--- src/rtl/conv1_pkg.sv ---
// conv1_pkg: shared widths, channel limit and scheduler FSM states for conv1
package conv1_pkg;
  localparam int BIAS_W = 8;
  localparam int CH_W = 3;
  localparam int MAX_CH = 6;
  localparam int PIX_W = 10;
  typedef enum logic [2:0] {IDLE, FETCH, WAIT_B, RUN, DRAIN, FIN} state_t;
endpackage

--- src/rtl/conv1_pix_cnt.sv ---
// conv1_pix_cnt: per-channel pixel transfer counter, saturating at lim, tc on the final transfer
module conv1_pix_cnt
  import conv1_pkg::*;
(
  input  logic             clk,
  input  logic             rst_n,
  input  logic             clr,
  input  logic             inc,
  input  logic [PIX_W-1:0] lim,
  output logic             tc
);
  logic [PIX_W-1:0] cnt;
  assign tc = inc && (cnt + 1'b1 == lim);
  always_ff @(posedge clk or negedge rst_n) begin
    if (!rst_n) cnt <= '0;
    else if (clr) cnt <= '0;
    else if (inc && cnt != lim) cnt <= cnt + 1'b1;
  end
endmodule

--- src/rtl/conv1_chan_sched.sv ---
// conv1_chan_sched: walks conv1 output channels, fetching each bias and gating one feature map per channel
module conv1_chan_sched
  import conv1_pkg::*;
#(
  parameter int ROM_LAT = 1
) (
  input  logic              clk,
  input  logic              rst_n,
  input  logic              start,
  input  logic [CH_W-1:0]   cfg_oc_num,
  input  logic [PIX_W-1:0]  cfg_pix_num,
  output logic              busy,
  output logic              done,
  output logic              rom_en,
  output logic [CH_W-1:0]   rom_addr,
  input  logic [BIAS_W-1:0] rom_dout,
  output logic              bias_vld,
  output logic [BIAS_W-1:0] bias,
  output logic [CH_W-1:0]   chan_idx,
  output logic              dp_start,
  input  logic              pix_vld,
  output logic              pix_rdy,
  input  logic              dp_done
);
  state_t state, nxt;
  logic [CH_W-1:0] oc_num, oc_clamp;
  logic [PIX_W-1:0] pix_num;
  logic [1:0] lat_cnt;
  logic accept, lat_last, last_ch, ch_adv, pix_tc;
  assign accept = state == IDLE && start;
  assign lat_last = lat_cnt == 2'(ROM_LAT - 1);
  assign last_ch = chan_idx == oc_num - 1'b1;
  assign ch_adv = state == DRAIN && dp_done;
  assign oc_clamp = cfg_oc_num > CH_W'(MAX_CH) ? CH_W'(MAX_CH) : cfg_oc_num;
  assign busy = state != IDLE;
  assign rom_en = state == FETCH;
  assign rom_addr = chan_idx;
  assign bias_vld = state == RUN || state == DRAIN;
  assign pix_rdy = state == RUN;
  conv1_pix_cnt u_pix_cnt (
    .clk  (clk),
    .rst_n(rst_n),
    .clr  (accept || ch_adv),
    .inc  (pix_vld && pix_rdy),
    .lim  (pix_num),
    .tc   (pix_tc)
  );
  always_comb begin
    nxt = state;
    case (state)
      IDLE:    if (start) nxt = oc_clamp == '0 ? FIN : FETCH;
      FETCH:   nxt = WAIT_B;
      WAIT_B:  if (lat_last) nxt = pix_num == '0 ? DRAIN : RUN;
      RUN:     if (pix_tc) nxt = DRAIN;
      DRAIN:   if (dp_done) nxt = last_ch ? FIN : FETCH;
      FIN:     nxt = IDLE;
      default: nxt = IDLE;
    endcase
  end
  // dp_start and done are registered so each is a clean single-cycle pulse after its trigger state
  always_ff @(posedge clk or negedge rst_n) begin
    if (!rst_n) begin
      state    <= IDLE;
      oc_num   <= '0;
      pix_num  <= '0;
      chan_idx <= '0;
      lat_cnt  <= '0;
      bias     <= '0;
      dp_start <= 1'b0;
      done     <= 1'b0;
    end else begin
      state    <= nxt;
      done     <= state == FIN;
      dp_start <= state == WAIT_B && lat_last;
      lat_cnt  <= state == WAIT_B ? lat_cnt + 1'b1 : 2'd0;
      if (state == WAIT_B && lat_last) bias <= rom_dout;
      if (accept) begin
        oc_num   <= oc_clamp;
        pix_num  <= cfg_pix_num;
        chan_idx <= '0;
      end else if (ch_adv && !last_ch) chan_idx <= chan_idx + 1'b1;
    end
  end
endmodule

--- config.mk ---
export PLATFORM = sky130hd
export DESIGN_NAME = conv1_chan_sched
export DESIGN_NICKNAME = d
export VERILOG_FILES = /design/src/rtl/conv1_pkg.sv /design/src/rtl/conv1_pix_cnt.sv /design/src/rtl/conv1_chan_sched.sv
export SDC_FILE = /design/constraint.sdc
export NUM_CORES = 1
export LEC_CHECK = 0
export CORE_ASPECT_RATIO = 0.5
export CORE_MARGIN = 1.5
export CORE_UTILIZATION = 63
export DETAILED_ROUTE_END_ITERATION = 16
export DONT_BUFFER_PORTS = 1
export HOLD_SLACK_MARGIN = 0.05
export PLACE_DENSITY = 0.79
export SLEW_MARGIN = 20
export SYNTH_ARGS = -nofsm -noshare
export SYNTH_HDL_FRONTEND = slang
export SYNTH_SLANG_ARGS = --single-unit
--- constraint.sdc ---
create_clock -name clk -period 2.35 [get_ports clk]
set_input_delay 0.5875 -clock clk [delete_from_list [all_inputs] [get_ports clk]]
set_output_delay 0.5875 -clock clk [all_outputs]
set_load 0.005 [all_outputs]
### Word-level counts from Yosys, hierarchy flattened

Index checks and enable logic that the tools add are counted.
Widths: inputs -> output; s select.

| storage, ports and cells | value |
|---|---|
| output and inout port bits | 20 |
| logic and storage cells | 58 |
| bits in registers | 41 |
| bits of input ports | 26 |

| operators by class | value |
|---|---|
| $lt $le $gt $ge | 1 |
| add/subtract/negate cells | 4 |
| multiplexer cells | 14 |
| reduce and logical (&&, ||, !) cells | 18 |
| equal/unequal tests | 12 |

Operators by type and width:

| cell | number |
|---|---|
| $mux 3 | 10 |
| $mux 10 | 2 |
| $pmux 3 s5 | 1 |
| $add 10x1->10 const B | 1 |
| $eq 10x10->1 | 1 |
| $logic_not 10->1 | 1 |
| $ne 10x10->1 | 1 |
| $logic_and 1x1->1 | 7 |
| $eq 3x2->1 const B | 2 |
| $eq 3x3->1 const B | 2 |
| $logic_not 3->1 | 2 |
| $ne 2x2->1 const B | 3 |
| $reduce_and 4->1 | 1 |
| $reduce_bool 2->1 | 2 |
| $add 3x1->3 const B | 1 |
| $eq 3x1->1 const B | 1 |
| $eq 3x3->1 | 1 |
| $gt 3x3->1 const B | 1 |
| $reduce_bool 3->1 | 1 |
| $sub 3x1->3 const B | 1 |
| $add 2x1->2 const B | 1 |
| $logic_not 2->1 | 1 |
| $logic_or 1x1->1 | 2 |
| $mux 2 | 1 |
| other kinds (2) | 2 |

### Depth between registers and ports, before layout

| logic depth | value |
|---|---|
| word-level depth | 6 |
| gate-level depth with buffers | 9 |
| mapped depth without buffers | 8 |

### Modules after synthesis

From an unflattened synthesis, not the netlist that was laid out.

| unflattened totals | value |
|---|---|
| cell total of the unflattened synthesis | 213 |
| area, all modules | 2,348.5 um2 |

By module, submodules not included:

| module | seq. area each (um2) | cells each | times used | area each (um2) |
|---|---|---|---|---|
| conv1_chan_sched | 775.7 | 124 | 1 | 1,535.2 |
| conv1_pix_cnt | 250.2 | 89 | 1 | 813.3 |

### Worst setup path before layout

No wires, ideal clock.

| timing | value |
|---|---|
| path kind | reg2reg |
| from | register u_pix_cnt.cnt[0] |
| to | register state[0] |
| clock period less this slack | 1,924 ps |
| setup slack | 426 ps |
| required time | 2,229 ps |
| buffers on the path | 1 |
| arrival | 1,803 ps |
| library setup time | 121 ps |
| stages on the path, launching flop included | 9 |
| path through | dfrtp_1 ha_1 buf_2 nand4_1 xor2_1 a211oi_2 a41o_2 nand3_2 a22o_1 |

| between the ends | value |
|---|---|
| longest elaborated chain between the ends | 5 |

Ends and longest elaborated chain:

| item | RTL line | text |
|---|---|---|
| from (decl) | conv1_pix_cnt.sv:12 | `logic [PIX_W-1:0] cnt;` |
| from (signal assigned) | conv1_pix_cnt.sv:17 | `else if (inc && cnt != lim) cnt <= cnt + 1'b1;` |
| $add 10x1->10 | conv1_pix_cnt.sv:13 | `assign tc = inc && (cnt + 1'b1 == lim);` |
| $eq 10x10->1 | conv1_pix_cnt.sv:13 |  |
| $logic_and 1x1->1 | conv1_pix_cnt.sv:13 |  |
| $ne 2x1->1 (no source line) | - |  |
| $reduce_and 4->1 (no source line) | - |  |
| to (signal assigned) | conv1_chan_sched.sv:72 | `state <= nxt;` |
| to (decl) | conv1_chan_sched.sv:25 | `state_t state, nxt;` |

No other way between the ends.
A chain may end at the register's enable or synchronous reset.

### Worst setup path after layout

| timing | value |
|---|---|
| from | register u_pix_cnt.cnt[1] |
| to | register state[0] |

The elaborated chain is that of the path after synthesis.

==> impl_metrics.ini <==
[run_status]
status = completed

[pwr]
p_leak_nw = 1.02
vdd_drop_max_mv = 0.448
power_density_nw_per_um2 = 1170

[die]
start_util_pct = 67.0
io_pins = 46
core_um2 = 3510
die_w_um = 89.4
fp.dieH_um = 46.2
fp-row-count = 15
dieArea_um2 = 4130

[cells_and_area]
fin_nets = 243
register_area_um2 = 1030
drive_gt1_share_pct = 22.1
n_antenna_cell = 0
area_growth_pct = 4.74
fill_cells = 242
multiInputGateArea_um2 = 1210
fin_area_um2 = 2460

[global_route]
grt_pass1_vias = 1507
grt-ovfl-total = 0
grt_pass1_wl_um = 7070
antenna_found_initial = 0
track_usage_pct = 23.5
grt_max_degree = 42

[clock_tree]
cts_inserted_buffers = 5
clockBufferDepth = 2
insertion_delay_ns = 0.29
numClockSinks = 41
clk_pin_slew_ns = 0.08
cts_max_level = 2
cts_tree = done
root_buffer = clkbuf_8

[synth]
yosysWarningCount = 0
synth_area_per_cell_um2 = 10.8
synth_area_um2 = 2350
synth_top_area_share_pct = 43.6
synth_commonest_cells = dfrtp_1 (41), mux2_2 (20), xnor2_1 (14), nor2_1 (13), o21ai_0 (12)
synth_top_family_by_area = simple AND/OR/NAND/NOR gates
async_flop_share_pct = 100
synth_xor_area_share_pct = 11.0
synth_largest_area_cell = dfrtp_1
synth_seq_cells = 41
synth.most_common_cell = dfrtp_1
synth-compound-area-share_pct = 9.95
synth.area.top_cells = dfrtp_1 (44%), mux2_2 (9.6%), xnor2_1 (5.2%), xor2_1 (4.1%), o21ai_0 (2.6%)
synth_nets = 248
synth-seq-area-share_pct = 43.6
synthAdderAreaFrac_pct = 2.13
synth_edf_count = 0
muxShareOfSynthArea_pct = 10.0
synthCells = 218
synthFlopType = dfrtp_1
synth_cell_types = 55
yosys.area_share.simple_pct = 18.3

[sta]
period_share_pct = 91.2
rsz0062_at_grt = false
min_period_ns = 2.14
finalSetupTns_ns = 0
maxSlewHeadroom_pct = 62.9
fin_worst_skew_ns = 0.00707
finalHoldViolations = 0
timing.fmax_ghz = 0.467
slew_violations = 0
final-setup-viol-count = 0
worst_pin_slew_ns = 0.556

[route]
firstDrtPassIters = 5
route.detailed.drc = 0
wl_um = 4440
routed-via-count = 1620
drt_iter0_drc = 56
via_per_inst = 6.14
wl_per_cell_um = 16.8
ant_nets = 0

[setup_path]
worstPathCellList = ha_2 > nand4_1 > nor4_1 > a21oi_1 > o311ai_1 > nand3_2 > a22o_1
worst_setup_path_end_kind = flop
arrival_ns = 2.32
cp_slowest_stage_delay_ns = 0.50
crit_type = flop to flop
crit_path_max_fanout = 8
critPathRequiredTime_ns = 2.53
crit_slowest_cell = dfrtp_1
cp-start-kind = flop

[place]
io_buffers = 0
place.gp.congestion = 0.912
dp_hpwl_um = 3290
placed_cell_area_um2 = 2350

[job]
drv_cap = 0

[min_path]
hp-class = primary input to asynchronous set/reset pin
## area by class of cell
class                           count  area share [%]
Multi-Input combinational cell    152            49.1
Tap cell                           51            2.59
Sequential cell                    41            41.7
Clock inverter                      1           0.305
Clock buffer                        6            3.35
Inverter                           10            1.52
Timing Repair Buffer                3            1.42
## flip-flops by register name, indices dropped and copies added (netlist names), 2 cells and up
signal / count
pix_num: 10
u_pix_cnt.cnt: 10
bias: 8
chan_idx: 3
oc_num: 3
state: 3
lat_cnt: 2
## cell families (layout without fill, tap and decap cells)
kind of cell,count (synthesis),after routing
simple gates,68,68
flops,41,41
compound gates,32,32
xor+xnor,27,27
buf+inv,25,20
mux,21,21
fa+ha+maj,4,4
## placed cells by master, fill, tap and decap left out, drive strengths merged, types with 2 or more instances in the layout
cell type,instances
a21o,2
a21oi,4
and2,3
and3,4
buf,3
clkbuf,6
dfrtp,41
ha,4
inv,10
mux2,20
nand2,10
nand2b,2
nand3,8
nand3b,3
nand4,3
nor2,13
nor3,6
nor4,5
o21ai,13
o311ai,2
or3,4
or4,2
xnor2,15
xor2,11
## critical path, delay by kind of cell (launching register included)
family / cells / cell delay, ns
AND/OR/NAND/NOR: 3 / 0.77
flip-flops: 1 / 0.50
AO/OA/AOI/OAI: 3 / 0.44
adder cells (fa/ha/maj): 1 / 0.33
## path summary, 6_finish.rpt
path | to | start | slack [ns] | cells past startpoint
max in group asynchronous | u_pix_cnt.cnt[0] | rst_n | 2.01 | 1
hold reg to reg | lat_cnt[0] | lat_cnt[0] | 0.44 | 1
hold / removal | chan_idx[1] | rst_n | 0.13 | 1
setup reg to reg | state[0] | u_pix_cnt.cnt[1] | 0.21 | 7
setup / recovery | state[0] | u_pix_cnt.cnt[1] | 0.21 | 7
min in group clk | oc_num[1] | cfg_oc_num[1] | 0.42 | 2
## report_power, final
part / leakage [nW] / total [mW] / internal [mW] / switching (mW)
registers: 0.518 / 1.29 / 0.969 / 0.317
logic: 0.463 / 1.12 / 0.583 / 0.537
clock network: 0.0433 / 0.469 / 0.232 / 0.237
## per-layer routing
metal  share of wire [%]  GRT usage, %  vias to the layer above
met5                   0             0                        -
met4                 1.3          6.46                        0
met3                 7.0          6.99                        7
met2                  47          40.0                       67
met1                  45          29.7                      796
li1                    -             -                      750
## stage by stage
| stage | worst slack, ns | util [%] | hold WS [ns] | std cells | power, mW |
|---|---|---|---|---|---|
| after global routing | 0.00686 | 70.2 | 0.141 | 264 | 3.09 |
| after floorplan | 0.426 | - | 0.292 | 218 | 2.20 |
| final | 0.207 | 70.2 | 0.130 | 264 | 2.88 |
| after global placement | 0.300 | 66.9 | 0.293 | 256 | 2.34 |
| after CTS | 0.143 | 70.1 | 0.137 | 264 | 2.89 |
| after detailed placement | 0.154 | 66.9 | 0.293 | 256 | 2.39 |
## what timing repair did
action | in CTS | in global routing
hold buffers | 1 | 0
buffers inserted | 0 | 0
endpoints found under the setup margin | 0 | 2
resized for setup | 0 | 2
hold endpoints to repair | 41 | 0
(Power assumes the default switching activity.)
